File: config.mk
export PLATFORM = sky130hd
export DESIGN_NAME = usb_tx_line_driver
export DESIGN_NICKNAME = d
export VERILOG_FILES = /design/src/rtl/usb_tx_line_driver_pkg.sv /design/src/rtl/usb_tx_line_driver_stuffer.sv /design/src/rtl/usb_tx_line_driver.sv
export SDC_FILE = /design/constraint.sdc
export NUM_CORES = 1
export LEC_CHECK = 0
export BUFFER_PORTS_ARGS = -buffer_cell sky130_fd_sc_hd__buf_2
export CAP_MARGIN = 5
export CORE_ASPECT_RATIO = 0.5
export CORE_MARGIN = 2
export CORE_UTILIZATION = 30
export CTS_CLUSTER_SIZE = 28
export DETAILED_ROUTE_END_ITERATION = 10
export PLACE_DENSITY = 0.55
export SLEW_MARGIN = 20
export SYNTH_ARGS = -nofsm -noshare
export SYNTH_HDL_FRONTEND = slang
export SYNTH_SLANG_ARGS = --single-unit
File: constraint.sdc
create_clock -name useClk -period 1.9 [get_ports useClk]
set_input_delay 0.285 -clock useClk [delete_from_list [all_inputs] [get_ports useClk]]
set_output_delay 0.285 -clock useClk [all_outputs]
set_load 0.03 [all_outputs]
File: src/rtl/usb_tx_line_driver_pkg.sv
// Shared types and constants for the USB transmit line driver:
// line-state encodings, FSM states and end-of-packet timing.
package usb_tx_line_driver_pkg;

    typedef enum logic [1:0] {
        IDLE,
        DATA,
        EOP_SE0,
        EOP_J
    } tx_state_e;

    // Line state packed as {dPlus, dMinus}
    typedef logic [1:0] line_t;

    localparam line_t LINE_SE0     = 2'b00;
    localparam int    EOP_SE0_BITS = 2;
    localparam int    EOP_J_BITS   = 1;

    function automatic line_t line_j(input bit low_speed);
        return low_speed ? 2'b01 : 2'b10;
    endfunction

    function automatic line_t line_k(input bit low_speed);
        return low_speed ? 2'b10 : 2'b01;
    endfunction

endpackage

File: src/rtl/usb_tx_line_driver_stuffer.sv
// Bit stuffer: counts consecutive 1s and flags the strobe on which a stuff
// bit has to be inserted instead of consuming the source bit.
module usb_bit_stuffer #(
    parameter int STUFF_LIMIT = 6
) (
    input  logic clk_i,
    input  logic rst_i,
    input  logic strobe_i,
    input  logic in_data_i,
    input  logic bit_valid_i,
    input  logic tx_bit_i,
    input  logic clear_i,
    output logic stall_o
);

    localparam int                CNT_W = $clog2(STUFF_LIMIT + 1);
    localparam logic [CNT_W-1:0] LIMIT = CNT_W'(STUFF_LIMIT);

    logic [CNT_W-1:0] ones_q, ones_d;

    assign stall_o = in_data_i && (ones_q == LIMIT);

    always_comb begin
        // NOTE: default first so every path assigns ones_d and no latch is inferred.
        ones_d = ones_q;
        if (strobe_i) begin
            if (stall_o || clear_i) begin
                ones_d = '0;
            end else if (bit_valid_i) begin
                ones_d = tx_bit_i ? ones_q + 1'b1 : '0;
            end
        end
    end

    // NOTE: non-blocking assignments so all flops update from pre-edge values.
    always_ff @(posedge clk_i or posedge rst_i) begin
        if (rst_i) begin
            ones_q <= '0;
        end else begin
            ones_q <= ones_d;
        end
    end

endmodule

File: src/rtl/usb_tx_line_driver.sv
// USB transmit line driver: NRZI encoding with bit stuffing, SE0/J
// end-of-packet signalling and transceiver output-enable control.
module usb_tx_line_driver
    import usb_tx_line_driver_pkg::*;
#(
    parameter bit LOW_SPEED   = 1'b0,
    parameter int STUFF_LIMIT = 6
) (
    input  logic useClk,
    input  logic rst,
    input  logic checkData,
    input  logic txEnable,
    input  logic txBit,
    input  logic callEop,
    output logic txStall,
    output logic dPlus,
    output logic dMinus,
    output logic OE_USB,
    output logic txBusy,
    output logic txDone
);

    localparam line_t LINE_J = line_j(LOW_SPEED);
    localparam line_t LINE_K = line_k(LOW_SPEED);

    tx_state_e   state_q, state_d;
    line_t       line_q, line_d;
    logic        oe_q, oe_d;
    logic        busy_q, busy_d;
    logic        done_q, done_d;
    logic [1:0]  eop_cnt_q, eop_cnt_d;
    logic        eop_pending_q, eop_pending_d;

    logic        in_data;
    logic        start;
    logic        eop_req;
    logic        bit_valid;
    logic        clear;
    line_t       line_toggled;

    assign in_data      = (state_q == DATA);
    assign eop_req      = callEop || !txEnable;
    assign start        = (state_q == IDLE) && txEnable && !callEop;
    assign bit_valid    = start || (in_data && !txStall && !eop_pending_q && !eop_req);
    assign clear        = !in_data && !start;
    // Line is always J or K in DATA, so toggling is a plain J<->K swap
    assign line_toggled = (line_q == LINE_J) ? LINE_K : LINE_J;

    usb_bit_stuffer #(
        .STUFF_LIMIT (STUFF_LIMIT)
    ) u_stuffer (
        .clk_i       (useClk),
        .rst_i       (rst),
        .strobe_i    (checkData),
        .in_data_i   (in_data),
        .bit_valid_i (bit_valid),
        .tx_bit_i    (txBit),
        .clear_i     (clear),
        .stall_o     (txStall)
    );

    always_comb begin
        state_d       = state_q;
        line_d        = line_q;
        oe_d          = oe_q;
        busy_d        = busy_q;
        done_d        = 1'b0;
        eop_cnt_d     = eop_cnt_q;
        eop_pending_d = eop_pending_q;
        if (checkData) begin
            unique case (state_q)
                IDLE: begin
                    if (start) begin
                        state_d = DATA;
                        oe_d    = 1'b1;
                        busy_d  = 1'b1;
                        line_d  = txBit ? LINE_J : LINE_K;
                    end
                end
                DATA: begin
                    if (txStall) begin
                        line_d = line_toggled;
                        if (eop_req) eop_pending_d = 1'b1;
                    end else if (eop_pending_q || eop_req) begin
                        state_d       = EOP_SE0;
                        line_d        = LINE_SE0;
                        eop_cnt_d     = 2'd1;
                        eop_pending_d = 1'b0;
                    end else if (!txBit) begin
                        line_d = line_toggled;
                    end
                end
                EOP_SE0: begin
                    if (eop_cnt_q == 2'(EOP_SE0_BITS)) begin
                        state_d   = EOP_J;
                        line_d    = LINE_J;
                        eop_cnt_d = 2'd1;
                    end else begin
                        eop_cnt_d = eop_cnt_q + 2'd1;
                    end
                end
                EOP_J: begin
                    if (eop_cnt_q == 2'(EOP_J_BITS)) begin
                        state_d   = IDLE;
                        line_d    = LINE_J;
                        oe_d      = 1'b0;
                        busy_d    = 1'b0;
                        done_d    = 1'b1;
                        eop_cnt_d = 2'd0;
                    end else begin
                        eop_cnt_d = eop_cnt_q + 2'd1;
                    end
                end
                default: state_d = IDLE;
            endcase
        end
    end

    always_ff @(posedge useClk or posedge rst) begin
        if (rst) begin
            state_q       <= IDLE;
            line_q        <= LINE_J;
            oe_q          <= 1'b0;
            busy_q        <= 1'b0;
            done_q        <= 1'b0;
            eop_cnt_q     <= 2'd0;
            eop_pending_q <= 1'b0;
        end else begin
            state_q       <= state_d;
            line_q        <= line_d;
            oe_q          <= oe_d;
            busy_q        <= busy_d;
            done_q        <= done_d;
            eop_cnt_q     <= eop_cnt_d;
            eop_pending_q <= eop_pending_d;
        end
    end

    assign {dPlus, dMinus} = line_q;
    assign OE_USB          = oe_q;
    assign txBusy          = busy_q;
    assign txDone          = done_q;

endmodule

==> out/qor.txt, run 1 <==
Required @ worst endpoint: 2.03 ns
Sequential area share after synthesis: 0.381
Synthesized area: 791 sq um
Crit path capture type: flip-flop
Worst R2R End: state_q[1]
First-pass GRT wire length: 2.50 mm
Die width: 76.6 um
Area of the core: 2550 sq um
Worst Path Arrival: 1.93 ns
Synth top area share: 0.348
Post-DP HPWL: 1.21 mm
Crit Path Class: flip-flop to flip-flop
#FFs+latches synth: 12
Die height: 40.3 um
Routed wire length: 1.60 mm
# clock sinks: 12
Global Route Usage Sum: 0.113
Post-Route Setup TNS: 0 ns
Max-capacitance violation count: 0
Final setup vio count: 0
Cell Rows: 13
Hold Crit Class: input port to async pin
Layout cell share with drive strength beyond 1: 0.298
Grt ovf: 0
Cells after Synth: 78
Antenna cells: 0
Worst-Margin Slew: 0.485 ns
EDFF count, synth: 0
Buffers on Ports: 11
Worst-Skew Late Latency: 0.25 ns
RR Startpoint: u_stuffer.ones_q[0]
Cell variety after synth: 37
H-tree lvl count: 1
Initial antenna violation count: 0
Area contributors post-synth: dfrtp_1 35%, ha_1 9.5%, inv_1 5.2%
Register Area: 302 sq um
Gpl congestion: 0.780
Clock root buffer: clkbuf_8
Net Count, Synth: 90
Period minus WS final: 1.80 ns
CTS buffer count: 3
Routed vias/inst: 4.60
Post-route ant nets: 0
Synth Flop Type: dfrtp_1
Fraction of synthesized area in multiplexers: 0.0554
Die ar.: 3090 sq um
Area leader, netlist: dfrtp_1
Pre-antenna DRT Iters: 2
Worst VDD drop: 422 uV
Simple-Gate Fraction of Synth Area: 0.157
Final hold violations: 0
Fillers: 258
Crit Path Max Fanout: 6
Fmax: 556 MHz
Min Hold Slack: 0.0444 ns
Synth Area in Adders: 0.0949
R2R setup slack: 0.10 ns
Mean routed wirelength per cell: 12.2 um
Largest family of logic cells by synthesized area: compound AO/OA/AOI/OAI gates
Clock tree buffer depth: 2
P_leak: 0.444 nW
Slew Viols, Final: 0
IO Pins: 12
Iteration-0 DRC Markers: 14
Final period util: 0.947
Number of cells on the worst reg-to-reg path: 6
Initial core utilization: 0.310
Status: finished clean
Worst Clk Skew: 0.00403 ns
Number of global-route vias before repair: 529
Clock-pin slew on the worst setup and hold paths: 0.05 ns
Vias: 603
Synth Area in Compound Gates: 0.229
XOR/XNOR Fraction of Synth Area: 0
Nets@finish: 107
Fin cells: 131
Mean post-synth cell area: 10.1 sq um
RSZ-0062 raised after global routing: no
Synth warn: 0
Largest net degree at the start of global routing: 13
Slew margin rel.: 0.676
Remaining DRCs: 0
FFs w/ async S/R, synth: 1.00
PD cells: 1530 nW/um^2
CTS tree: built
Placed instance count: 127
Critical Path Start Type: flip-flop
Multi-input gate area: 442 sq um
Area added between synthesis and finish: 21.5%
[synth_stat cells (2+ instances only)]
library cell	number
dfrtp_1	11
inv_1	11
ha_1	6
a21oi_1	4
mux2_1	3
nand2b_1	3
nor2b_1	3
o21ai_0	3
o21ai_1	3
and3_1	2
o211ai_1	2
o22ai_1	2
[state kept, by name, indices dropped and copies added, names as in the netlist]
name,flops
line_q,2
eop_cnt_q,2
u_stuffer.ones_q,3
eop_pending_q,1
txDone,1
txBusy,1
state_q,2
[metrics by stage]
| step | cell area [sq um] | util | power [W] | setup slack [ns] |
|---|---|---|---|---|
| CTS | 943 | 0.369 | 0.00144 | 0.0338 |
| floorplan | 791 | - | 0.000979 | 0.0658 |
| global placement | 898 | 0.352 | 0.00119 | 0.0970 |
| finish | 961 | 0.376 | 0.00147 | 0.101 |
| detailed placement | 898 | 0.352 | 0.00118 | 0.0500 |
| global route | 961 | 0.376 | 0.00158 | 0.00766 |
[timing repair]
| item | 4_1_cts | 5_1_grt |
|---|---|---|
| resized for setup | 0 | 5 |
| endpoints found under the setup margin | 0 | 6 |
| hold buffers | 0 | 0 |
| buffers inserted | 0 | 0 |
[report_power, final]
group          leakage [nW]  switching [W]  internal, W
registers             0.149      0.0000756     0.000363
logic                 0.273       0.000432     0.000350
clock network        0.0228       0.000101     0.000148
total                 0.444       0.000609     0.000861
[worst max-delay path by stage]
stage / start / cells after the start / endpoint
4_1_cts: state_q[0] / 5 / state_q[1]
2_1_floorplan: state_q[1] / 7 / state_q[1]
6_report: u_stuffer.ones_q[0] / 6 / state_q[1]
3_5_place_dp: state_q[0] / 5 / state_q[1]
5_1_grt: u_stuffer.ones_q[0] / 6 / state_q[1]
3_3_place_gp: state_q[0] / 6 / line_q[0]
[final cells by class]
class / instances / area share
Sequential cell: 12 / 0.314
Timing Repair Buffer: 15 / 0.0885
Tap cell: 37 / 0.0482
Multi-Input combinational cell: 52 / 0.460
Inverter: 11 / 0.0430
Clock buffer: 4 / 0.0469
[metal layers]
layer / GRT usage / share of wire / up-vias
met5: 0 / 0 / -
met1: 0.145 / 0.53 / 276
li1: - / - / 314
met3: 0.0405 / 0.029 / 4
met4: 0.0545 / 0.019 / 0
met2: 0.175 / 0.42 / 9
[layout by cell type (no fill, tap or decap), drive strengths merged, types with 2 or more instances in the layout]
| cell type | netlist | layout |
|---|---|---|
| a21oi | 4 | 4 |
| and3 | 2 | 2 |
| buf | 3 | 15 |
| clkbuf | 0 | 4 |
| dfrtp | 11 | 11 |
| ha | 6 | 6 |
| inv | 11 | 11 |
| mux2 | 3 | 3 |
| nand2b | 3 | 3 |
| nor2b | 3 | 3 |
| o211ai | 2 | 2 |
| o21ai | 6 | 6 |
| o22ai | 2 | 2 |
| o2bb2ai | 2 | 2 |
[worst max-delay path: stages (launching register included)]
cell and delay, ns:
dfrtp_1 0.36, inv_1 0.06, ha_1 0.22, and3_4 0.21
a2111oi_2 0.32, o21ai_1 0.17, mux2_4 0.33
[kinds of logic (layout without fill, tap and decap cells)]
group,after synthesis,after routing
muxes,4,4
buffers and inverters,14,30
and+or+nand+nor,17,17
AOI/OAI and AO/OA,25,25
DFF,12,12
adders and majority gates,6,6
Note: power is estimated with default switching activity, not from simulation.
==> run 2: changes to the inputs <==
--- a/config.mk
+++ b/config.mk
@@ -12,7 +12,7 @@
 export CORE_UTILIZATION = 30
 export CTS_CLUSTER_SIZE = 28
 export DETAILED_ROUTE_END_ITERATION = 10
-export PLACE_DENSITY = 0.55
+export PLACE_DENSITY = 0.51
 export SLEW_MARGIN = 20
 export SYNTH_ARGS = -nofsm -noshare
 export SYNTH_HDL_FRONTEND = slang
==> out/qor.txt, run 2 (same netlist as run 1, synthesis figures left out) <==
Placed instance count: 126
Number of global-route vias before repair: 648
Most frequent cells in the layout: 11 x dfrtp_1, 11 x buf_2, 10 x inv_1
Largest net degree at the start of global routing: 13
Min Hold Slack: 0.0517 ns
Switching part of the total power: 0.432
Slowest cell on crit path: dfrtp_1
Final setup vio count: 0
RSZ-0062 raised after global routing: no
Flop pwr share: 0.287
CTS Hold Bufs: 0
First-pass GRT wire length: 3.17 mm
Final hold violations: 0
Crit Path Class: flip-flop to flip-flop
Initial antenna violation count: 0
Clock tree buffer depth: 2
Sw Pwr: 0.000674 W
Fillers: 254
Max-capacitance violation count: 0
Worst-Margin Slew: 0.491 ns
Cell Rows: 13
Register Area: 302 sq um
Largest stage delay, worst path: 0.36 ns
Remaining DRCs: 0
Worst Path Arrival: 1.94 ns
Cell Int Power: 0.000887 W
Status: finished clean
Clock-pin slew on the worst setup and hold paths: 0.06 ns
Iteration-0 DRC Markers: 51
Multi-input gate area: 467 sq um
Nets@finish: 108
Crit path cell chain: inv_1 > ha_2 > and4bb_2 > a2111oi_4 > o21ai_2 > mux2_1
Hold Crit Class: input port to async pin
PD cells: 1570 nW/um^2
Critical Path Start Type: flip-flop
Worst Clk Skew: 0.00338 ns
Die ar.: 3090 sq um
Mean routed wirelength per cell: 14.9 um
Vias: 664
CTS buffer count: 3
Total power: 0.00156 W
Buffers on Ports: 11
# clock sinks: 12
Routed vias/inst: 5.03
CTS tree: built
Fin cells: 132
Slew margin rel.: 0.672
Crit Path Max Fanout: 5
Area added between synthesis and finish: 25.6%
Clock root buffer: clkbuf_8
P_leak: 0.446 nW
RR Startpoint: state_q[1]
Combinational share of power: 0.555
Die width: 76.6 um
Fmax: 549 MHz
Pre-antenna DRT Iters: 4
Antenna cells: 0
Worst-Skew Late Latency: 0.24 ns
Worst VDD drop: 458 uV
Post-route ant nets: 0
Gpl congestion: 0.798
Layout cell share with drive strength beyond 1: 0.326
H-tree lvl count: 1
Required @ worst endpoint: 2.02 ns
Clock Power Share: 0.158
IO Pins: 12
Post-DP HPWL: 1.44 mm
Routed wire length: 1.97 mm
Slew Viols, Final: 0
Global Route Usage Sum: 0.139
Grt ovf: 0
Max FFs per register: 3
Initial core utilization: 0.310
Crit path capture type: flip-flop
Critical Path Source: state_q[1]
Period minus WS final: 1.82 ns
Area of the core: 2550 sq um
Die height: 40.3 um
Reg with most FFs: u_stuffer.ones_q
Final period util: 0.959
run 2: final timing paths:
kind | endpoint | slack, ns | cells past startpoint
hold / removal | txBusy | 0.05 | 2
max in group asynchronous | line_q[1] | 1.49 | 2
setup reg to reg | state_q[1] | 0.08 | 6
setup / recovery | state_q[1] | 0.08 | 6
min in group useClk | eop_pending_q | 0.31 | 2
hold reg to reg | u_stuffer.ones_q[0] | 0.51 | 1
run 2: repair_timing:
item | CTS | global route
setup buffers | 2 | 0
gates resized for setup | 2 | 7
setup endpoints to repair | 3 | 6
run 2: final cells by class:
cell class	instances	area share
Clock buffer	4	0.0453
Inverter	11	0.0416
Multi-Input combinational cell	52	0.470
Sequential cell	12	0.304
Tap cell	37	0.0466
Timing Repair Buffer	16	0.0932
run 2: stage by stage:
stage | setup TNS, ns | util | setup slack, ns | area, sq um
4_1_cts | 0 | 0.374 | 0.00294 | 955
3_5_place_dp | -0.0645 | 0.349 | -0.0362 | 891
3_3_place_gp | -0.0151 | 0.349 | -0.0151 | 891
2_1_floorplan | 0 | - | 0.0658 | 791
5_1_grt | 0 | 0.389 | 0.00201 | 993
6_report | 0 | 0.389 | 0.0776 | 993
run 2: critical path: cells and delay by family, from the launching register on:
kind,cells,cell delay [ns]
compound gates,2,0.43
fa+ha+maj,1,0.22
buf+inv,1,0.09
flops,1,0.36
mux,1,0.32
simple gates,1,0.28
run 2: power by group through the flow:
stage                     combinational, W  clock [W]  sequential [W]
after floorplan                   0.000473          0        0.000506
after global placement            0.000712          0        0.000439
after detailed placement          0.000734          0        0.000455
after CTS                         0.000785   0.000248        0.000445
after global routing              0.000947   0.000263        0.000462
final                             0.000866   0.000247        0.000448
run 2: routing by layer:
| metal | global-route usage | wire [um] | part of all wire |
|---|---|---|---|
| met2 | 0.257 | 966 | 0.49 |
| met1 | 0.163 | 920 | 0.47 |
| met5 | 0 | 0 | 0 |
| met4 | 0.0409 | 19 | 0.0096 |
| met3 | 0.0473 | 62 | 0.031 |
